==> config.mk <==
export PLATFORM = sky130hd
export DESIGN_NAME = uart_tx_arbiter_flat
export DESIGN_NICKNAME = d
export VERILOG_FILES = /design/src/rtl/uart_tx_arbiter_if.sv /design/src/rtl/uart_tx_arbiter.sv /design/src/flat_wrapper.sv
export SDC_FILE = /design/constraint.sdc
export NUM_CORES = 1
export LEC_CHECK = 0
export ABC_AREA = 1
export CAP_MARGIN = 20
export CORE_ASPECT_RATIO = 1.25
export CORE_UTILIZATION = 48
export DETAILED_ROUTE_END_ITERATION = 6
export GPL_TIMING_DRIVEN = 0
export HOLD_SLACK_MARGIN = 0.15
export PLACE_DENSITY = 0.81
export SLEW_MARGIN = 40
export SYNTH_ARGS = -nofsm -noshare
export SYNTH_HDL_FRONTEND = slang
export SYNTH_SLANG_ARGS = --single-unit
==> constraint.sdc <==
create_clock -name clk -period 2.18 [get_ports clk]
set_input_delay 0.436 -clock clk [delete_from_list [all_inputs] [get_ports clk]]
set_output_delay 0.436 -clock clk [all_outputs]
set_load 0.02 [all_outputs]
==> src/rtl/uart_tx_arbiter_if.sv <==
// Producer/transmitter bundle for uart_tx_arbiter: request side from the byte producers,
// transmit side towards uart_send.
interface uart_tx_arbiter_if #(
    parameter int unsigned NUM_REQ = 4
);
    localparam int unsigned GW = (NUM_REQ > 1) ? $clog2(NUM_REQ) : 1;

    logic [NUM_REQ-1:0]   req_valid;
    logic [8*NUM_REQ-1:0] req_data;
    logic [NUM_REQ-1:0]   req_ack;
    logic [7:0]           tx_data;
    logic                 tx_trigger;
    logic                 busy;
    logic [GW-1:0]        grant_id;

    modport master (
        output req_valid, req_data,
        input  req_ack, tx_data, tx_trigger, busy, grant_id
    );

    modport slave (
        input  req_valid, req_data,
        output req_ack, tx_data, tx_trigger, busy, grant_id
    );
endinterface

==> src/rtl/uart_tx_arbiter.sv <==
// Round-robin arbiter sharing one uart_send among NUM_REQ byte producers; frames are timed
// internally. Optional UART_ARB_STATS_EN adds a saturating frame_count output.
module uart_tx_arbiter #(
    parameter int unsigned NUM_REQ      = 4,
    parameter real         clkFreq      = 12e6,
    parameter real         baudRate     = 115200.0,
    parameter int unsigned STOP_BITS    = 1,
    parameter int unsigned GUARD_CYCLES = 2
) (
    input  logic             clk,
    input  logic             rst,
`ifdef UART_ARB_STATS_EN
    output logic [15:0]      frame_count,
`endif
    uart_tx_arbiter_if.slave bus
);
    localparam int unsigned GW           = (NUM_REQ > 1) ? $clog2(NUM_REQ) : 1;
    localparam int unsigned BIT_CYCLES   = $rtoi(clkFreq / baudRate);
    localparam int unsigned FRAME_CYCLES = BIT_CYCLES * (9 + STOP_BITS) + GUARD_CYCLES;
    localparam int unsigned CW           = $clog2(FRAME_CYCLES + 1);

    typedef enum logic [1:0] {StHoldoff, StIdle, StTrigger, StWait} state_e;

    state_e          state_q;
    logic [CW-1:0]   cnt_q;
    logic            win_found;
    logic [GW-1:0]   win_idx;
    logic [GW-1:0]   scan_idx;
    logic [7:0]      win_data;

    // Rotating priority: search starts just after the last granted requester.
    always_comb begin
        win_found = 1'b0;
        win_idx   = bus.grant_id;
        scan_idx  = '0;
        win_data  = '0;
        for (int unsigned i = 1; i <= NUM_REQ; i++) begin
            scan_idx = GW'((32'(bus.grant_id) + i) % NUM_REQ);
            if (!win_found && bus.req_valid[scan_idx]) begin
                win_found = 1'b1;
                win_idx   = scan_idx;
            end
        end
        for (int unsigned j = 0; j < NUM_REQ; j++) begin
            if (win_idx == GW'(j)) begin
                win_data = bus.req_data[8*j +: 8];
            end
        end
    end

    assign bus.busy = (state_q != StIdle);

    // Counter values are chosen so that triggers under continuous demand land exactly
    // FRAME_CYCLES apart (TRIGGER + WAIT + the granting IDLE edge).
    always_ff @(posedge clk) begin
        if (rst) begin
            state_q        <= StHoldoff;
            cnt_q          <= CW'(FRAME_CYCLES - 1);
            bus.req_ack    <= '0;
            bus.tx_trigger <= 1'b0;
            bus.tx_data    <= '0;
            bus.grant_id   <= GW'(NUM_REQ - 1);
        end else begin
            bus.req_ack    <= '0;
            bus.tx_trigger <= 1'b0;
            unique case (state_q)
                StHoldoff, StWait: begin
                    if (cnt_q == '0) begin
                        state_q <= StIdle;
                    end else begin
                        cnt_q <= cnt_q - 1'b1;
                    end
                end
                StIdle: begin
                    if (win_found) begin
                        bus.tx_data    <= win_data;
                        bus.grant_id   <= win_idx;
                        bus.req_ack    <= NUM_REQ'(1) << win_idx;
                        bus.tx_trigger <= 1'b1;
                        state_q        <= StTrigger;
                    end
                end
                StTrigger: begin
                    state_q <= StWait;
                    cnt_q   <= CW'(FRAME_CYCLES - 3);
                end
                default: state_q <= StHoldoff;
            endcase
        end
    end

`ifdef UART_ARB_STATS_EN
    always_ff @(posedge clk) begin
        if (rst) begin
            frame_count <= '0;
        end else if (state_q == StTrigger && frame_count != 16'hFFFF) begin
            frame_count <= frame_count + 16'd1;
        end
    end
`else
    // Statistics disabled: no frame counter in this build.
`endif
endmodule

==> src/flat_wrapper.sv <==
// flat-port wrapper written by rule: the top's interface ports become plain ports
module uart_tx_arbiter_flat 
#(
    parameter int unsigned NUM_REQ      = 4,
    parameter real         clkFreq      = 12e6,
    parameter real         baudRate     = 115200.0,
    parameter int unsigned STOP_BITS    = 1,
    parameter int unsigned GUARD_CYCLES = 2
)
  (clk, rst, bus_req_valid, bus_req_data, bus_req_ack, bus_tx_data, bus_tx_trigger, bus_busy, bus_grant_id);
  uart_tx_arbiter_if #(.NUM_REQ(NUM_REQ)) bus_i ();
  input  logic clk;
  input  logic rst;
  input wire logic [$bits(bus_i.req_valid)-1:0] bus_req_valid;
  input wire logic [$bits(bus_i.req_data)-1:0] bus_req_data;
  output wire logic [$bits(bus_i.req_ack)-1:0] bus_req_ack;
  output wire logic [$bits(bus_i.tx_data)-1:0] bus_tx_data;
  output wire logic [$bits(bus_i.tx_trigger)-1:0] bus_tx_trigger;
  output wire logic [$bits(bus_i.busy)-1:0] bus_busy;
  output wire logic [$bits(bus_i.grant_id)-1:0] bus_grant_id;
  assign bus_i.req_valid = bus_req_valid;
  assign bus_i.req_data = bus_req_data;
  assign bus_req_ack = bus_i.req_ack;
  assign bus_tx_data = bus_i.tx_data;
  assign bus_tx_trigger = bus_i.tx_trigger;
  assign bus_busy = bus_i.busy;
  assign bus_grant_id = bus_i.grant_id;
  uart_tx_arbiter #(.NUM_REQ(NUM_REQ), .clkFreq(clkFreq), .baudRate(baudRate), .STOP_BITS(STOP_BITS), .GUARD_CYCLES(GUARD_CYCLES)) u_core (.clk(clk), .rst(rst), .bus(bus_i));
endmodule
==> results of run 1 <==
==> flip-flops by register name, summed over array words and instances (netlist names) <==
name / flops
u_core.state_q: 2
u_core.cnt_q: 11
u_core.bus.req_ack: 4
u_core.bus.tx_trigger: 1
u_core.bus.tx_data: 8
u_core.bus.grant_id: 2
==> stage by stage <==
stage	std cells	setup TNS, ns	area, um2
6_report	376	0	2480
5_1_grt	376	0	2480
4_1_cts	376	0	2480
3_5_place_dp	373	-0.0287	2440
3_3_place_gp	373	-0.00459	2440
2_1_floorplan	281	0	1870
==> cell type report <==
type / count / area (um2) / area share (%)
inverters: 46 / 180 / 7.26
well taps: 40 / 50.0 / 2.02
plain buffers: 11 / 82.6 / 3.33
multi-input cells: 196 / 1050 / 42.2
clock buffers: 3 / 41.3 / 1.66
repair buffers: 52 / 520 / 21.0
flip-flops and latches: 28 / 561 / 22.6
==> cells by family (layout without fill, tap and decap cells) <==
logic type | count (synthesis) | count (layout) | share of synthesized area, %
fa+ha+maj | 4 | 4 | 2.68
xor+xnor | 6 | 6 | 2.81
simple gates | 149 | 149 | 39.3
buf+inv | 57 | 112 | 14.0
compound gates | 37 | 37 | 11.2
flops | 28 | 28 | 30.0
==> power breakdown <==
group | internal, mW | switching (mW) | leakage [nW]
combinational | 0.949 | 1.47 | 0.929
clock | 0.125 | 0.164 | 0.0216
sequential | 0.658 | 0.106 | 0.229
total | 1.73 | 1.74 | 1.18
==> routing by layer <==
metal / global-route usage (%) / vias to the layer above / routed length (um)
met5: 0 / - / 0
met4: 8.73 / 0 / 63
met3: 4.15 / 5 / 194
met2: 42.0 / 46 / 2210
met1: 29.0 / 886 / 1990
li1: - / 1007 / -
==> worst min-delay path, delay by kind of cell (launching register included) <==
kind               cells  cell delay, ns
DFF                    1            0.33
and+or+nand+nor        1            0.07
AOI/OAI and AO/OA      1            0.05
==> path summary, 6_finish.rpt <==
check | from | end | slack, ns
worst max register to register | u_core.cnt_q[0] | u_core.cnt_q[0] | 0.24
worst max-delay path | u_core.state_q[1] | bus_busy | 0.16
worst min-delay path | u_core.state_q[0] | u_core.state_q[0] | 0.49
worst min register to register | u_core.state_q[0] | u_core.state_q[0] | 0.49
==> synth_stat cells (all sizes together) <==
cell,count
inv,46
ha,4
xnor2,2
nand4,5
nand3b,2
o22ai,1
xor2,4
or2,5
nand3,37
nor2,17
clkbuf,2
o21a,1
a311oi,1
nand2,76
a21oi,16
dfxtp,28
nor3,7
o211ai,1
buf,9
a31oi,2
o21ai,15
==> impl_metrics.ini, run 1 <==
[job]
maxCapViolCount = 0

[logic_synthesis]
netlist_instances = 281
synthesis.area_mm2 = 0.00187
synth.distinct_cells = 35
yosysTopAreaCell = dfxtp_1
ys_top_cells_by_area = dfxtp_1, nand2_1, nand3_1, inv_1, a21oi_1
syn_avg_cell_area_um2 = 6.66
synth_nets = 323
ys_seq_area_share_pct = 30.0
ys_ff_latch = 28
synth_top_area_share_pct = 30.0
yosysWarnings = 0

[power_and_ir_drop]
ir_drop_mv = 0.969
power.density_mw_per_mm2 = 1400
total_power_mw = 3.47
p_leak_nw = 1.18

[cells_and_area]
n_antenna_cell = 0
drive_gt1_share_pct = 12.5
area_growth_pct = 32.7
final_util_pct = 66.1
nets = 380
nFillCells = 347
final_cell_mix = nand2_1, clkdlybuf4s50_1, inv_1
final_common_cell = nand2_1

[floorplan]
rows = 25
start_util_pct = 49.8
core_area_mm2 = 0.00375
dieArea_mm2 = 0.00415
die_y_um = 71.8
die_w_um = 57.8
io_pins = 54

[placed_design]
place_ws_ns = -0.0276
port_buffers = 52
hpwl_mm = 3.47
gp_congestion = 0.842

[timing]
final-setup-viol-count = 0
hold_ws_ns = 0.491
finalClockSkew_ns = 0.00267
rsz0062_at_grt = false
drv_slew = 0
slew_headroom_pct = 70.2
fin_crit_sh_pct = 92.9
finalCriticalPeriod_ns = 2.02
hold_violations = 0
worstMarginPinSlew_ns = 0.446
layout_setup_ws_ns = 0.155
maxClockFrequency_mhz = 494

[clocking]
numCtsBuffers = 3
postCtsHoldBufs = 0
cts.repair.resized = 0
clk_path_buf_depth = 2
clk_pin_slew_ns = 0.09
clock_latency_ns = 0.28
cts_setup_buffers = 0
clock_sinks = 28
clk_root_buffer_cell = clkbuf_8
cts_tree = yes
cts_max_level = 1

[setup_path]
cp_common_cell = inv_1
ff2ff_path_depth = 10
cpLargestDelayFamily = buffers and inverters
crit_path_cell_trace = inv_1, ha_1, inv_1, clkdlybuf4s50_1
start_kind = register
cp.depth = 4
cp_num_buf_inv = 3
worstPathMaxFanout = 3
worstSetupEndpointType = primary output
critPathSlowestCell = clkdlybuf4s50_1
arrival_ns = 1.59
criticalPathCategory = reg -> out
max_stage_delay_ns = 0.61
crit_required_ns = 1.74

[detailed_routing]
num_vias = 1944
first_iter_violations = 56
detail_route.wl_per_cell_um = 11.8
ant_nets = 0
drc = 0
wl_mm = 4.45
viasPerCell = 5.17
firstDrtPassIters = 4

[global_route]
antenna_found_initial = 0
grt_pass1_vias = 1824
grt_pass1_wl_mm = 7.84
grt.overflow.total = 0
grt_usage_pct = 24.0
grt_max_degree = 15

[hold_path]
hold_path.class = reg -> reg
min_path_cells = 2

[outcome]
outcome = completed
Power figures use the tool's default switching activity.
==> run 2: changes to the inputs <==
==> constraint.sdc (replaced) <==
create_clock -name clk -period 2.18 [get_ports clk]
set_input_delay 0.436 -clock clk [delete_from_list [all_inputs] [get_ports clk]]
set_output_delay 0.436 -clock clk [all_outputs]
set_load 0.005 [all_outputs]
==> results of run 2 <==
Same layout as run 1 (identical final DEF). Status: completed.
Main changes from that run: setup slack after layout 0.155 ns -> 0.243 ns; start point of the critical path u_core.state_q[1] -> u_core.cnt_q[0]; end point of the critical path bus_busy -> u_core.cnt_q[0]; total power 3.47 mW -> 3.37 mW; worst IR drop on VDD 0.969 mV -> 0.967 mV
==> edit: new RTL, config.mk and constraints of run 1 <==
Re-encode `state_e` (4 states) as one-hot, 4 bits wide.
--- a/src/rtl/uart_tx_arbiter.sv
+++ b/src/rtl/uart_tx_arbiter.sv
@@ -19,7 +19,7 @@
     localparam int unsigned FRAME_CYCLES = BIT_CYCLES * (9 + STOP_BITS) + GUARD_CYCLES;
     localparam int unsigned CW           = $clog2(FRAME_CYCLES + 1);
 
-    typedef enum logic [1:0] {StHoldoff, StIdle, StTrigger, StWait} state_e;
+    typedef enum logic [3:0] {StHoldoff = 4'b0001, StIdle = 4'b0010, StTrigger = 4'b0100, StWait = 4'b1000} state_e;
 
     state_e          state_q;
     logic [CW-1:0]   cnt_q;
Check against the original RTL: no difference found for any inputs over 10 cycles, from zero or initial values and one cycle with rst high; not proved beyond that.
==> edit against run 1 <==
- via count shrank 8.0%
- global-route usage shrank 1.4 points
- cell area shrank 2.9%
- largest cell class unchanged
- synthesized area shrank 7.4%
- wire length shrank 13%
- sequential cell count grew 2
- non-clock buffer count shrank 8
- worst setup slack gained 0.055 ns
Power is not compared: it rests on default switching activity, and its combinational part moved more than twofold at a synthesized area within 25%.
==> edit: results <==
set metrics [dict create \
    status "finished, final reports clean" \
    ys_seq_area_share_pct 34.7 \
    ant_nets 0 \
    synth.area.top_cells "dfxtp_1 (35%), nand2_1 (18%), nor2_1 (6.5%)" \
    highest_layer "met4" \
    insertion_delay_ns 0.29 \
    synth_ff_type "dfxtp_1" \
    postSynthAreaPerCell_um2 6.56 \
    hold_start "u_core.cnt_q[7]" \
    cp_max_fo 8 \
    drt_wl_total_mm 3.88 \
    r2r_start "u_core.state_q[3]" \
    avgRoutedWirePerCell_um 10.7 \
    finClkSkew_ns 0.00657 \
    yosys-top-cells-count "nand2_1 (82), dfxtp_1 (30), nor2_1 (30), inv_1 (28), nand3_1 (17)" \
    grt_pass1_wl_mm 6.94 \
    gp_congestion 0.779 \
    grt_start_max_net_pins 11 \
    dp_cells 355 \
    via_per_inst 4.93 \
    async_flop_share_pct 0 \
    synth-compound-area-share_pct 10.4 \
    grt_usage_pct 22.5 \
    first_iter_violations 47 \
    grt_use_met1_pct 23.0 \
    cts_buffers 5 \
    synthXorXnorAreaFrac_pct 1.01 \
    fillers 308 \
    htreeDepth 2 \
    path_delay_family "simple AND/OR/NAND/NOR gates" \
    synth_cell_types 32 \
    grt_use_met2_pct 39.9 \
    grt_pass1_vias 1821 \
    dp.final_hpwl_mm 3.08 \
    use_met3_pct 7.50 \
    startpoint "bus_req_valid[0]" \
    drive_above_1_share_pct 10.5 \
    hold_depth 1 \
    holdBufCountCts 0 \
    wl_met2_mm 1.92 \
    yosys_warnings 0 \
    post-cts-setup-buffers 0 \
    dr_wl_met3_um 254 \
    arrival_ns 2.16 \
    max-slew-margin-rel_pct 66.5 \
    power_leakage_nw 1.08 \
    max_stage_delay_ns 0.48 \
    largest_registers "u_core.cnt_q x11, u_core.bus.tx_data x8" \
    synth_fa_ha_area_share_pct 1.45 \
    min_path_type "reg -> reg" \
    syn_nets 304 \
    clk_pin_slew_ns 0.07 \
    wl_met1_mm 1.63 \
    r2r_cells 9 \
]
## edit: cell type report
cell class,instances,area [um^2],area share (%)
Buffer,3,26.3,1.09
Clock buffer,7,76.3,3.17
Clock inverter,1,30.0,1.25
Inverter,35,138,5.71
Multi-Input combinational cell,196,967,40.1
Sequential cell,30,601,24.9
Tap cell,39,48.8,2.02
Timing Repair Buffer,52,523,21.7
## edit: final timing paths
path	slack (ns)	end
setup / recovery	0.21	u_core.bus.tx_data[1]
hold / removal	0.45	u_core.cnt_q[7]
setup reg to reg	0.28	u_core.cnt_q[10]
hold reg to reg	0.45	u_core.cnt_q[7]
## edit: cells by family (layout without fill, tap and decap cells)
| logic type | Yosys count | after routing |
|---|---|---|
| DFF | 30 | 30 |
| and+or+nand+nor | 159 | 159 |
| xor gates and xnor gates | 2 | 2 |
| AOI/OAI and AO/OA | 33 | 33 |
| buffers and inverters | 38 | 98 |
| adders and majority gates | 2 | 2 |
## edit: per-stage QoR
stage	total power, mW	util, %	area [um^2]	setup WS [ns]
2_1_floorplan	1.28	-	1730	0.375
3_3_place_gp	1.48	66.6	2300	-0.0489
3_5_place_dp	1.50	66.6	2300	-0.0784
4_1_cts	2.05	69.7	2410	0.0190
5_1_grt	2.21	69.8	2410	0.0324
6_report	2.05	69.8	2410	0.211
## edit: worst reg2reg max path, cell delays in order (launching register included)
cell and delay [ns]:
dfxtp_1 0.36, nor2_1 0.06, inv_1 0.08, nand4_1 0.14, o21bai_1 0.29, inv_1 0.21, nand4_1 0.19, nor3_1 0.23
xnor2_1 0.15, nand2_1 0.06
## edit: power by group
group	leakage [nW]	switching (mW)	internal [mW]
combinational	0.788	0.483	0.312
sequential	0.243	0.0625	0.636
clock	0.0524	0.211	0.341
total	1.08	0.756	1.29
